<file path="config.mk">
export PLATFORM = sky130hd
export DESIGN_NAME = time_entry_loader
export DESIGN_NICKNAME = d
export VERILOG_FILES = /design/src/rtl/time_entry_loader.sv
export SDC_FILE = /design/constraint.sdc
export NUM_CORES = 1
export LEC_CHECK = 0
export BUFFER_PORTS_ARGS = -buffer_cell sky130_fd_sc_hd__buf_4
export CAP_MARGIN = 20
export CORE_UTILIZATION = 48
export CTS_BUF_LIST = sky130_fd_sc_hd__clkbuf_8
export CTS_CLUSTER_DIAMETER = 60
export CTS_CLUSTER_SIZE = 28
export DETAILED_ROUTE_END_ITERATION = 10
export MAX_ROUTING_LAYER = met4
export PLACE_DENSITY = 0.77
export SLEW_MARGIN = 20
export SYNTH_ARGS = -nofsm -noshare
export SYNTH_HDL_FRONTEND = slang
export SYNTH_SLANG_ARGS = --single-unit
</file>
<file path="constraint.sdc">
create_clock -name clk -period 1.5 [get_ports clk]
set_input_delay 0.15 -clock clk [delete_from_list [all_inputs] [get_ports clk]]
set_output_delay 0.15 -clock clk [all_outputs]
set_load 0.02 [all_outputs]
</file>
<file path="src/rtl/time_entry_loader.sv">
// ============================================================================
// time_entry_loader: keypad MM:SS entry, validated load strobe to the countdown
// counters, and run/done supervision.   Revision 1.0
// ============================================================================
`default_nettype none

module time_entry_loader (
  input  logic       clk,
  input  logic       clrn,
  input  logic       key_valid,
  input  logic [3:0] key_digit,
  input  logic       key_start,
  input  logic       key_clear,
  input  logic       zero_in,
  output logic [3:0] min_tens,
  output logic [3:0] min_ones,
  output logic [3:0] sec_tens,
  output logic [3:0] sec_ones,
  output logic       loadn,
  output logic       en,
  output logic [2:0] digit_count,
  output logic       busy,
  output logic       done,
  output logic       err
);

  typedef enum logic [2:0] {
    IDLE     = 3'd0,
    ENTRY    = 3'd1,
    LD_SETUP = 3'd2,
    LD_PULSE = 3'd3,
    LD_HOLD  = 3'd4,
    RUN      = 3'd5,
    DONE     = 3'd6
  } state_t;

  state_t     state, state_nx;
  logic [3:0] mt_nx, mo_nx, st_nx, so_nx;
  logic [2:0] cnt_nx;
  logic       err_nx;
  logic       armed, armed_nx;
  logic       all_zero;

  assign all_zero = (min_tens == 4'd0) && (min_ones == 4'd0) &&
                    (sec_tens == 4'd0) && (sec_ones == 4'd0);

  always_comb begin
    state_nx = state;
    mt_nx    = min_tens;
    mo_nx    = min_ones;
    st_nx    = sec_tens;
    so_nx    = sec_ones;
    cnt_nx   = digit_count;
    err_nx   = 1'b0;
    armed_nx = 1'b0;
    if (key_clear) begin
      state_nx = IDLE;
      mt_nx    = 4'd0;
      mo_nx    = 4'd0;
      st_nx    = 4'd0;
      so_nx    = 4'd0;
      cnt_nx   = 3'd0;
    end else begin
      case (state)
        IDLE, ENTRY: begin
          // A start in ENTRY consumes the cycle even when it is rejected.
          if (key_start && (state == ENTRY)) begin
            if (all_zero) begin
              state_nx = ENTRY;
            end else if (sec_tens > 4'd5) begin
              err_nx = 1'b1;
            end else begin
              state_nx = LD_SETUP;
            end
          end else if (key_valid && (key_digit <= 4'd9) && (digit_count < 3'd4)) begin
            mt_nx    = min_ones;
            mo_nx    = sec_tens;
            st_nx    = sec_ones;
            so_nx    = key_digit;
            cnt_nx   = digit_count + 3'd1;
            state_nx = ENTRY;
          end
        end
        LD_SETUP: state_nx = LD_PULSE;
        LD_PULSE: state_nx = LD_HOLD;
        LD_HOLD:  state_nx = RUN;
        RUN: begin
          // armed is low during the first RUN cycle so a stale zero_in is ignored.
          armed_nx = 1'b1;
          if (armed && zero_in) state_nx = DONE;
        end
        DONE: begin
          state_nx = IDLE;
          mt_nx    = 4'd0;
          mo_nx    = 4'd0;
          st_nx    = 4'd0;
          so_nx    = 4'd0;
          cnt_nx   = 3'd0;
        end
        default: state_nx = IDLE;
      endcase
    end
  end

  always_ff @(posedge clk or negedge clrn) begin
    if (!clrn) begin
      state       <= IDLE;
      min_tens    <= 4'd0;
      min_ones    <= 4'd0;
      sec_tens    <= 4'd0;
      sec_ones    <= 4'd0;
      digit_count <= 3'd0;
      armed       <= 1'b0;
      loadn       <= 1'b1;
      en          <= 1'b0;
      busy        <= 1'b0;
      done        <= 1'b0;
      err         <= 1'b0;
    end else begin
      state       <= state_nx;
      min_tens    <= mt_nx;
      min_ones    <= mo_nx;
      sec_tens    <= st_nx;
      sec_ones    <= so_nx;
      digit_count <= cnt_nx;
      armed       <= armed_nx;
      // Outputs are decoded from the next state so they align with the state register.
      loadn       <= (state_nx != LD_PULSE);
      en          <= (state_nx == RUN);
      busy        <= (state_nx != IDLE) && (state_nx != ENTRY);
      done        <= (state_nx == DONE);
      err         <= err_nx;
    end
  end

endmodule

`default_nettype wire
</file>
==> Word level (Yosys, flattened, before mapping) <==
Cells that the tools add are included.
Widths: inputs -> output; s select.
{ "totals": {"regBits": 28, "inputBits": 10, "wordCells": 79} }
{ "op_classes": {"addsub": 1, "n_lt_le_gt_ge": 3, "n_eq_ne": 12, "mux": 34, "n_reduce_logical": 17} }
{ "op_table": {"columns": ["operator", "n"], "rows": [
  ["$mux 4", 12],
  ["$pmux 4 s2", 4],
  ["$mux 3", 9],
  ["$logic_not 4->1", 4],
  ["$eq 3x3->1 const B", 5],
  ["$pmux 3 s5", 1],
  ["$logic_and 1x1->1", 8],
  ["$mux 1", 7],
  ["$eq 3x2->1 const B", 2],
  ["$ne 3x3->1 const B", 2],
  ["$pmux 3 s2", 1],
  ["$reduce_bool 3->1", 2],
  ["$gt 4x3->1 const B", 1],
  ["$le 4x4->1 const B", 1],
  ["$add 3x1->3 const B", 1],
  ["$eq 3x1->1 const B", 1],
  ["$logic_not 3->1", 1],
  ["$lt 3x3->1 const B", 1],
  ["$ne 3x1->1 const B", 1],
  ["$ne 3x2->1 const B", 1],
  ["$reduce_and 3->1", 1],
  ["$reduce_or 2->1", 1]
]} }

==> Logic depth before layout (Yosys ltp) <==
Gate-level depths: netlist of the first run.
{ "logic_depth": {"ltp_word": 10, "depth_mapped": 6, "depth_no_buf": 4} }

==> Least setup slack after synthesis of the first run <==
Ideal clock, no wire load.
{ "synth_timing": {"path_type": "reg2reg", "from": "reg state[2]", "to": "reg min_ones[1]", "setup_time_ns": 0.121, "t_arrival_ns": 1.329, "t_required_ns": 1.379, "slack_ns": 0.050, "path_stages_with_launch": 7, "path_buffers": 2, "synth_period_minus_slack_ns": 1.450, "path_cell_list": "dfrtp_1 > buf_2 > nor2_1 > and4_2 > o21ai_2 > buf_6 > a22o_1"} }
{ "synth_via": {"elab_chain_len": 4, "elab_cells_between_ends": 11, "classes_between": "eq/ne (4); mux (2); reduce/logical (5)"} }
{ "synth_rtl": {"columns": ["item", "line", "source"], "rows": [
  ["start: declaration", "37", "state_t state, state_nx;"],
  ["start signal: assignment", "120", "state <= state_nx;"],
  ["$eq 3x1->1 / $logic_not 3->1 (equally long branches)", "64, 67", null],
  ["$reduce_or 2->1 / $logic_and 1x1->1 (equally long branches)", "64, 67", null],
  ["$ne 3x3->1 (no line), or another cell as far along", null, null],
  ["$reduce_and 3->1 (no line) / $mux 4 (equally long branches)", null, null],
  ["end signal: assignment", "122", "min_ones <= mo_nx;"],
  ["end: declaration", "16", "output logic [3:0] min_ones,"]
]} }
Several ways; a longest one is shown, not always the timed one.
A chain may end at the register's enable or synchronous reset.

==> Worst setup path in the final report of the first run <==
{ "layout_timing": {"from": "reg state[1]", "to": "reg sec_ones[3]"} }
{ "layout_via": {"elab_chain_len": 4, "elab_cells_between_ends": 11, "classes_between": "eq/ne (4); mux (2); reduce/logical (5)"} }
{ "layout_rtl": {"columns": ["item", "line", "source"], "rows": [
  ["$eq 3x1->1 / $logic_not 3->1 (equally long branches)", "64, 67", null],
  ["$reduce_or 2->1 / $logic_and 1x1->1 (equally long branches)", "64, 67", null],
  ["$ne 3x3->1 (no line), or another cell as far along", null, null],
  ["$reduce_and 3->1 (no line) / $mux 4 (equally long branches)", null, null],
  ["end signal: assignment", "124", "sec_ones <= so_nx;"],
  ["end: declaration", "18", "output logic [3:0] sec_ones,"]
]} }
Several ways; a longest one is shown, not always the timed one.

==> results of run 1 <==
-- routing by layer --
layer | up-vias | GRT usage
met3 | 8 | 0.0172
met5 | - | -
met4 | 0 | 0.0789
met1 | 522 | 0.297
li1 | 495 | -
met2 | 52 | 0.369
-- cell families after synthesis --
kind of cell	count (synthesis)
adder cells (fa/ha/maj)	1
buffers and inverters	8
flip-flops	28
AO/OA/AOI/OAI	29
AND/OR/NAND/NOR	42
multiplexers	3
-- synth_stat cells, types with 2 or more instances --
cell / instances / area share
buf_6: 3 / 0.027
a31oi_1: 2 / 0.0099
mux2i_1: 2 / 0.016
nand3_1: 4 / 0.016
dfrtp_1: 27 / 0.53
buf_2: 2 / 0.0079
a21oi_1: 8 / 0.032
nand3b_1: 2 / 0.012
nand2_1: 8 / 0.024
nor4_1: 5 / 0.025
a22o_1: 11 / 0.076
nand2b_1: 4 / 0.020
nor2_1: 2 / 0.0059
o21ai_1: 4 / 0.016
nor3b_1: 2 / 0.012
nand4_1: 5 / 0.025
-- final cells by class --
| class | instances | area share |
|---|---|---|
| Inverter | 1 | 0.00223 |
| Sequential cell | 28 | 0.419 |
| Clock buffer | 4 | 0.0327 |
| Multi-Input combinational cell | 75 | 0.323 |
| Timing Repair Buffer | 43 | 0.201 |
| Tap cell | 30 | 0.0223 |
-- worst max path at each step --
stage | end | slack (ps) | depth (start not counted)
detailed placement | min_tens[2] | -100 | 4
global route | sec_ones[3] | 2 | 4
CTS | min_tens[2] | -5 | 5
floorplan | min_ones[1] | 50 | 6
finish | sec_ones[3] | 40 | 4
global placement | min_tens[3] | -1 | 4
-- power breakdown --
part	leakage (nW)	switching [W]	internal, W
sequential	0.380	0.0000324	0.000782
combinational	0.395	0.000154	0.000129
clock	0.0288	0.000220	0.000235
total	0.804	0.000406	0.00115
-- stage by stage --
stage          instances  setup slack [ps]  hold slack, ps  utilization
2_1_floorplan        111              49.9            -146            -
3_3_place_gp         172             -1.17            77.3        0.621
3_5_place_dp         172              -103            82.5        0.621
4_1_cts              178             -4.63            98.3        0.655
5_1_grt              181              2.12            99.4        0.679
6_report             181              42.4             100        0.679
-- critical path: stages, from the launching register on --
cell      delay, ps
dfrtp_2         460
and4bb_4        450
nand2b_4        110
o21ai_4         150
a22o_1          220
-- state kept, by name, summed over array words and instances, names as in the netlist --
signal       flops
armed            1
busy             1
digit_count      3
done             1
en               1
err              1
loadn            1
min_ones         4
min_tens         4
sec_ones         4
sec_tens         4
state            3
-- repair_timing --
action,in CTS,in global routing
hold buffers,1,0
pin swaps,1,2
endpoints found under the hold margin,27,0
resized for setup,3,6
setup buffers,1,3
endpoints found under the setup margin,12,18
==> results summary, run 1 <==
Setup repair after global routing left no endpoint under its margin. The minimum setup slack among reg-to-reg paths came out at 40 ps. In this run the power density over the cells is 922 nW/um^2. The global-route wire length before repair is 4440 microns. The initial antenna violation count is 0. The net count of the finished layout is roughly 160.

The DRC violation count after routing came out at 0. The total area of sequential cells is 704 sq um. The cell sitting at the root of the clock tree is a clkbuf_8. The area overhead of the layout relative to synthesis came out at 32.8%. The global-route usage over all layers came out at 0.226. Clock skew on the completed layout was measured at ~3.8 ps. The clock latency on the worst-skew pair came out at 270 ps. The number of filler cells placed in the layout is 195.

The global-route congestion overflow total came out at 0. The CTS tree is built. The total wire length is 3060 microns. The largest net degree at the start of global routing came out at 29. The origin of the worst min-delay path is key_digit[0].

The dominant register cell in the synthesized netlist is dfrtp_1. The highest metal layer carrying signal wires in the routed design is met4. The total count of hold-check failures in the final report came to 0. The number of enable-type register cells in the synthesized netlist came out at 0.

In this run the worst path has a maximum fanout of 11. The endpoint identified for the worst register-to-register timing path is sec_ones[3]. After routing the design area is 1680 sq um. The number of global-route vias before repair is 956. The flow ran to the end, and the final reports show no timing, DRC or antenna violations. The clock edge transition at the registers on the reported setup and hold paths is 90 ps.

The starting density of the core is 0.512. The min-delay analysis places its worst path in the category in -> reg. The sum of routed wire segments on met1 is about 1200 microns. The number of warning messages in the yosys log came out at 0.

Measured along the y axis, the die boundary spans 53.4 microns. The number of diodes added for antenna fixing is 0. The area inside the core boundary is roughly 2500 sq um.

After technology mapping, the gate count stands at about 110. By area, the combinational part of the netlist is dominated by simple AND/OR/NAND/NOR gates. The area share of xor/xnor cells in the synthesized design came out at 0. The multiplexer share of the synthesized area came out at 0.0247. The number of placement rows is 18. Routability-driven placement finished with a final weighted congestion of 0.729.

The length in cells of the worst reg-to-reg path came out at 4. The via count normalized by instance count came out at 5.95. In this run, the number of DRC markers left after iteration 0 of detailed routing was 28.

The peak supply drop came out at 656 uV. The number of synthesized register bits came out at 28. The pin slew with the least headroom to its limit came out at 370 ps.

The summed instance area of the synthesized netlist is 1270 sq um. The multi-input combinational cells in the finished layout cover a total of around 540 sq um. The final setup TNS came out at 0 ps.

Leaving out fill and tap cells, the most frequent cell in the layout is buf_4. The H-tree level count came out at 1. The sequential fraction of the synthesis area came out at 0.554. The proportion of register bits with asynchronous set or reset after synthesis is 1.00.

The final cycle utilization of the critical path came out at 0.972. The final total power is 0.00155 W. The category of the worst setup path launch point is a flip-flop. The CTS sink count came out at 28. The number of distinct standard cells referenced by the synthesized netlist is 36. The critical path is of the reg -> reg type. The max-slew violation count came to 0. The synthesized-area fraction occupied by adder cells is 0.00987. The final critical-path required period is 1460 ps. The total die area is 2850 sq um. Setup violations remaining at the end of the flow were counted as 0. For the worst setup path, the data required time is approximately 1700 ps. The horizontal extent of the die is 53.4 microns. The startpoint of the worst setup timing path is state[1].

The number of vias after detailed routing is 1,077. The boundary pin count came out at 34. The synthesized net count came out at about 120. After detailed routing, the average wire length per cell comes to 16.9 microns.

The post-placement cell area is ~1500 sq um. The highest attainable clock frequency came out at 0.686 GHz. Detailed routing placed a total of approximately 1500 microns of wire on met2. The average cell area after synthesis came out at 11.4 sq um. The count of input and output buffers is 33. The endpoint arrival time on the critical path came out at 1670 ps. The proportion of layout cells with a drive suffix above 1 is 0.397. The leakage power summed over all cells came out at 0.804 nW. The count of max-cap constraint violations came out at 0. The worst register-to-register path begins at state[1]. The simple-gate portion of the synthesized area is 0.209. The path with the worst hold slack has its endpoint at sec_ones[0]. The worst pin sits at a relative slew slack of 0.753. The number of iterations in the first detailed-routing pass came out at 4. The worst setup path is captured at a flip-flop. The top cell types in the final layout, fill and taps aside, are buf_4, dfrtp_1, a22o_1, a21oi_1, nand2_1. The compound-cell area share of the yosys netlist is 0.159. The HPWL after detailed placement is 2010 microns. The number of nets still failing antenna checks after routing is 0. The amount of wire on met3 after detailed routing is 228 microns.

Counting instances, the worst hold path has a depth of 2. The longest clock path from root to sink contains 2 buffers. The clock buffer count from CTS came out at 3.
Note: power is estimated with default switching activity, not from simulation.
==> run 2: changes to the inputs <==
--- a/config.mk
+++ b/config.mk
@@ -13,7 +13,7 @@
 export CTS_CLUSTER_SIZE = 28
 export DETAILED_ROUTE_END_ITERATION = 10
 export MAX_ROUTING_LAYER = met4
-export PLACE_DENSITY = 0.77
+export PLACE_DENSITY_LB_ADDON = 0.15
 export SLEW_MARGIN = 20
 export SYNTH_ARGS = -nofsm -noshare
 export SYNTH_HDL_FRONTEND = slang
==> run 2 against run 1 <==
Critical path depth rose by 1. Power fell by 4.2%. Sequential share of layout area rose by 0.70 points. Via count fell by 5.6%. Largest power group unchanged. Hold slack improved by 12 ps. Worst setup slack got worse by 29 ps. Combinational power fell by 4%. Count of clock-buffer cells in the layout fell by 1. Highest routed layer unchanged. Wire length fell by 13%. Final cell count fell by 0.55%. Non-clock buffer count fell by 1. Clock power fell by 11%.
==> results summary, run 2 (synthesis results as in run 1) <==
The run finished with clean final reports. STA classifies the critical path endpoint as a flip-flop. Measured along the y axis, the die boundary spans 53.4 microns. The detail-routed net length per standard cell came out at 14.8 microns.

TritonCTS built the clock tree. On the critical path, the stage with the largest delay is an instance of dfrtp_2. The number of global-route vias before repair is just under 900. The area inside the core boundary is 2480 sq um. The area occupied by multi-input gates is 534 sq um.

The finished layout holds 180 standard cells, fillers aside. STA classifies the critical path startpoint as a flip-flop. The endpoint of the lowest-slack register-to-register path is digit_count[0]. The number of vias after detailed routing came out at 1,017. The post-route cell area came out at 1660 sq um. Dividing the detail-routed via count by the number of cells gives 5.65. The most common library cell in the layout ignoring fill and taps is buf_4. The final clock skew is 7.14 ps. The CTS sink count came out at 28. The worst setup path is of the reg -> reg kind. The pin slew with the least headroom to its limit came out at about 390 ps. In this run the number of H-tree levels came out at 1. In this run the clock root is driven by a clkbuf_8.

The relative slew slack is 0.737. The maximum buffer depth of the clock tree came out at 2. The critical path ends at digit_count[0]. The proportion of layout cells with a drive suffix above 1 came out at 0.373. The largest incremental delay on the critical path is 440 ps.

The max-slew violation count is 0. The path class of the lowest-slack min-delay path is in -> reg. The setup check on the worst reg-to-reg path leaves a slack of 10 ps.

Setup repair after global routing could not meet its margin everywhere. The cell total after placement is 172. The total wire length is 2670 microns. The clock period could shrink to 1490 ps. The final setup violation count came out at 0. The clock edge transition at the registers on the reported setup and hold paths came out at 80 ps. The number of DRC markers after the initial detailed-route iteration came out at 24.

For the worst-skew pair, the clock arrives at the later sink with an insertion delay of roughly 270 ps. The total die area came out at 2850 sq um. The signal on the critical path passes through nor2_4, nand4_1, buf_4, or3_1, a31oi_1. In the layout the commonest cells are buf_4, dfrtp_1, a22o_1, a21oi_1, nand2_1. The data required time at the worst endpoint came out at about 1700 ps. Global routing finished with a remaining overflow of 0. The design draws 0.00149 W. The largest net degree at the start of global routing came out at 29. The number of filler cells placed in the layout came out at 210. Tracing the worst setup path back leads to its startpoint at state[2]. The final cycle utilization of the critical path came out at 0.991. In this run the worst path has a maximum fanout of 4. The number of nets still failing antenna checks after routing came out at 0. The count of nets after finishing came out at 162. The number of diodes added for antenna fixing came out at 0.

In this run the critical register-to-register path is launched from state[2]. The number of clock buffers added by TritonCTS is 3. The tool flagged a number of max-cap violations equal to 0.

At the worst endpoint, the arrival time is 1670 ps. The worst-case IR drop observed on VDD is 601 uV. The leakage power summed over all cells is 0.795 nW. The total count of hold-check failures in the final report is 0. The area overhead of the layout relative to synthesis is 30.6%.

The highest attainable clock frequency is about 0.67 GHz. The number of iterations in the first detailed-routing pass came out at 4. For this configuration, the core starts out at a cell density of 0.512. Row generation in the floorplan step produced 18 rows. The DRC violation count after routing came out at 0. The total area of sequential cells is roughly 700 sq um. The initial antenna violation count came out at 0. The power per cell area came out at between 800 and 900 nW/um^2.

The post-placement cell area came out at ~1500 sq um. The first global-routing pass estimated 4000 microns of wire. In this run the count of I/O pins placed on the die edge is 34.

The count of input and output buffers came out at 33. The global-route usage over all layers is 0.206. The HPWL after detailed placement is approximately 1900 microns. The horizontal extent of the die is 53.4 microns. The routability congestion estimate from global placement is 0.830. Counting cells, the worst reg-to-reg path comes to 5.
run 2: where the power goes:
part           switching [W]  internal [W]
Combinational       0.000144      0.000128
Sequential         0.0000302      0.000782
Clock               0.000219      0.000184
Total               0.000393       0.00109
run 2: how the worst min path moves through the flow:
stage	from	end	depth (start not counted)
2_1_floorplan	clrn	armed	0
3_3_place_gp	clrn	min_tens[2]	1
3_5_place_dp	clrn	min_ones[0]	1
4_1_cts	key_digit[3]	sec_ones[3]	2
5_1_grt	key_digit[3]	sec_ones[3]	2
6_report	key_digit[3]	sec_ones[3]	2
run 2: layout make-up:
| class | count | area share |
|---|---|---|
| clock buffer | 3 | 0.0249 |
| timing repair buffer | 42 | 0.200 |
| multi-input combinational | 75 | 0.323 |
| clock inverter | 1 | 0.00227 |
| inverter | 1 | 0.00227 |
| sequential | 28 | 0.426 |
| tap | 30 | 0.0227 |
run 2: worst max-delay path, delay by kind of cell (launching register included):
family | cells | cell delay [ps]
AOI/OAI and AO/OA | 1 | 190
buffers and inverters | 1 | 170
DFF | 1 | 440
and+or+nand+nor | 3 | 600
run 2: per-stage QoR:
stage	hold WS (ps)	setup TNS (ps)	util	worst slack [ps]
CTS	101	0	0.651	15.0
floorplan	-146	0	-	49.9
detailed placement	89.6	-1220	0.621	-143
global placement	80.6	-684	0.621	-63.1
global route	102	-73.8	0.668	-73.8
finish	112	0	0.668	13.9
run 2: routing by layer:
| metal | wire, microns | GRT usage | vias up |
|---|---|---|---|
| li1 | - | - | 491 |
| met5 | 0 | - | - |
| met4 | 48 | 0.0789 | 0 |
| met1 | 1240 | 0.282 | 485 |
| met3 | 138 | 0.0259 | 4 |
| met2 | 1250 | 0.308 | 37 |
run 2: timing repair:
action	CTS	global route
endpoints found under the hold margin	27	0
pin swaps	3	5
resized for setup	3	4
setup endpoints to repair	12	18
hold buffers	1	0
setup buffers	1	2
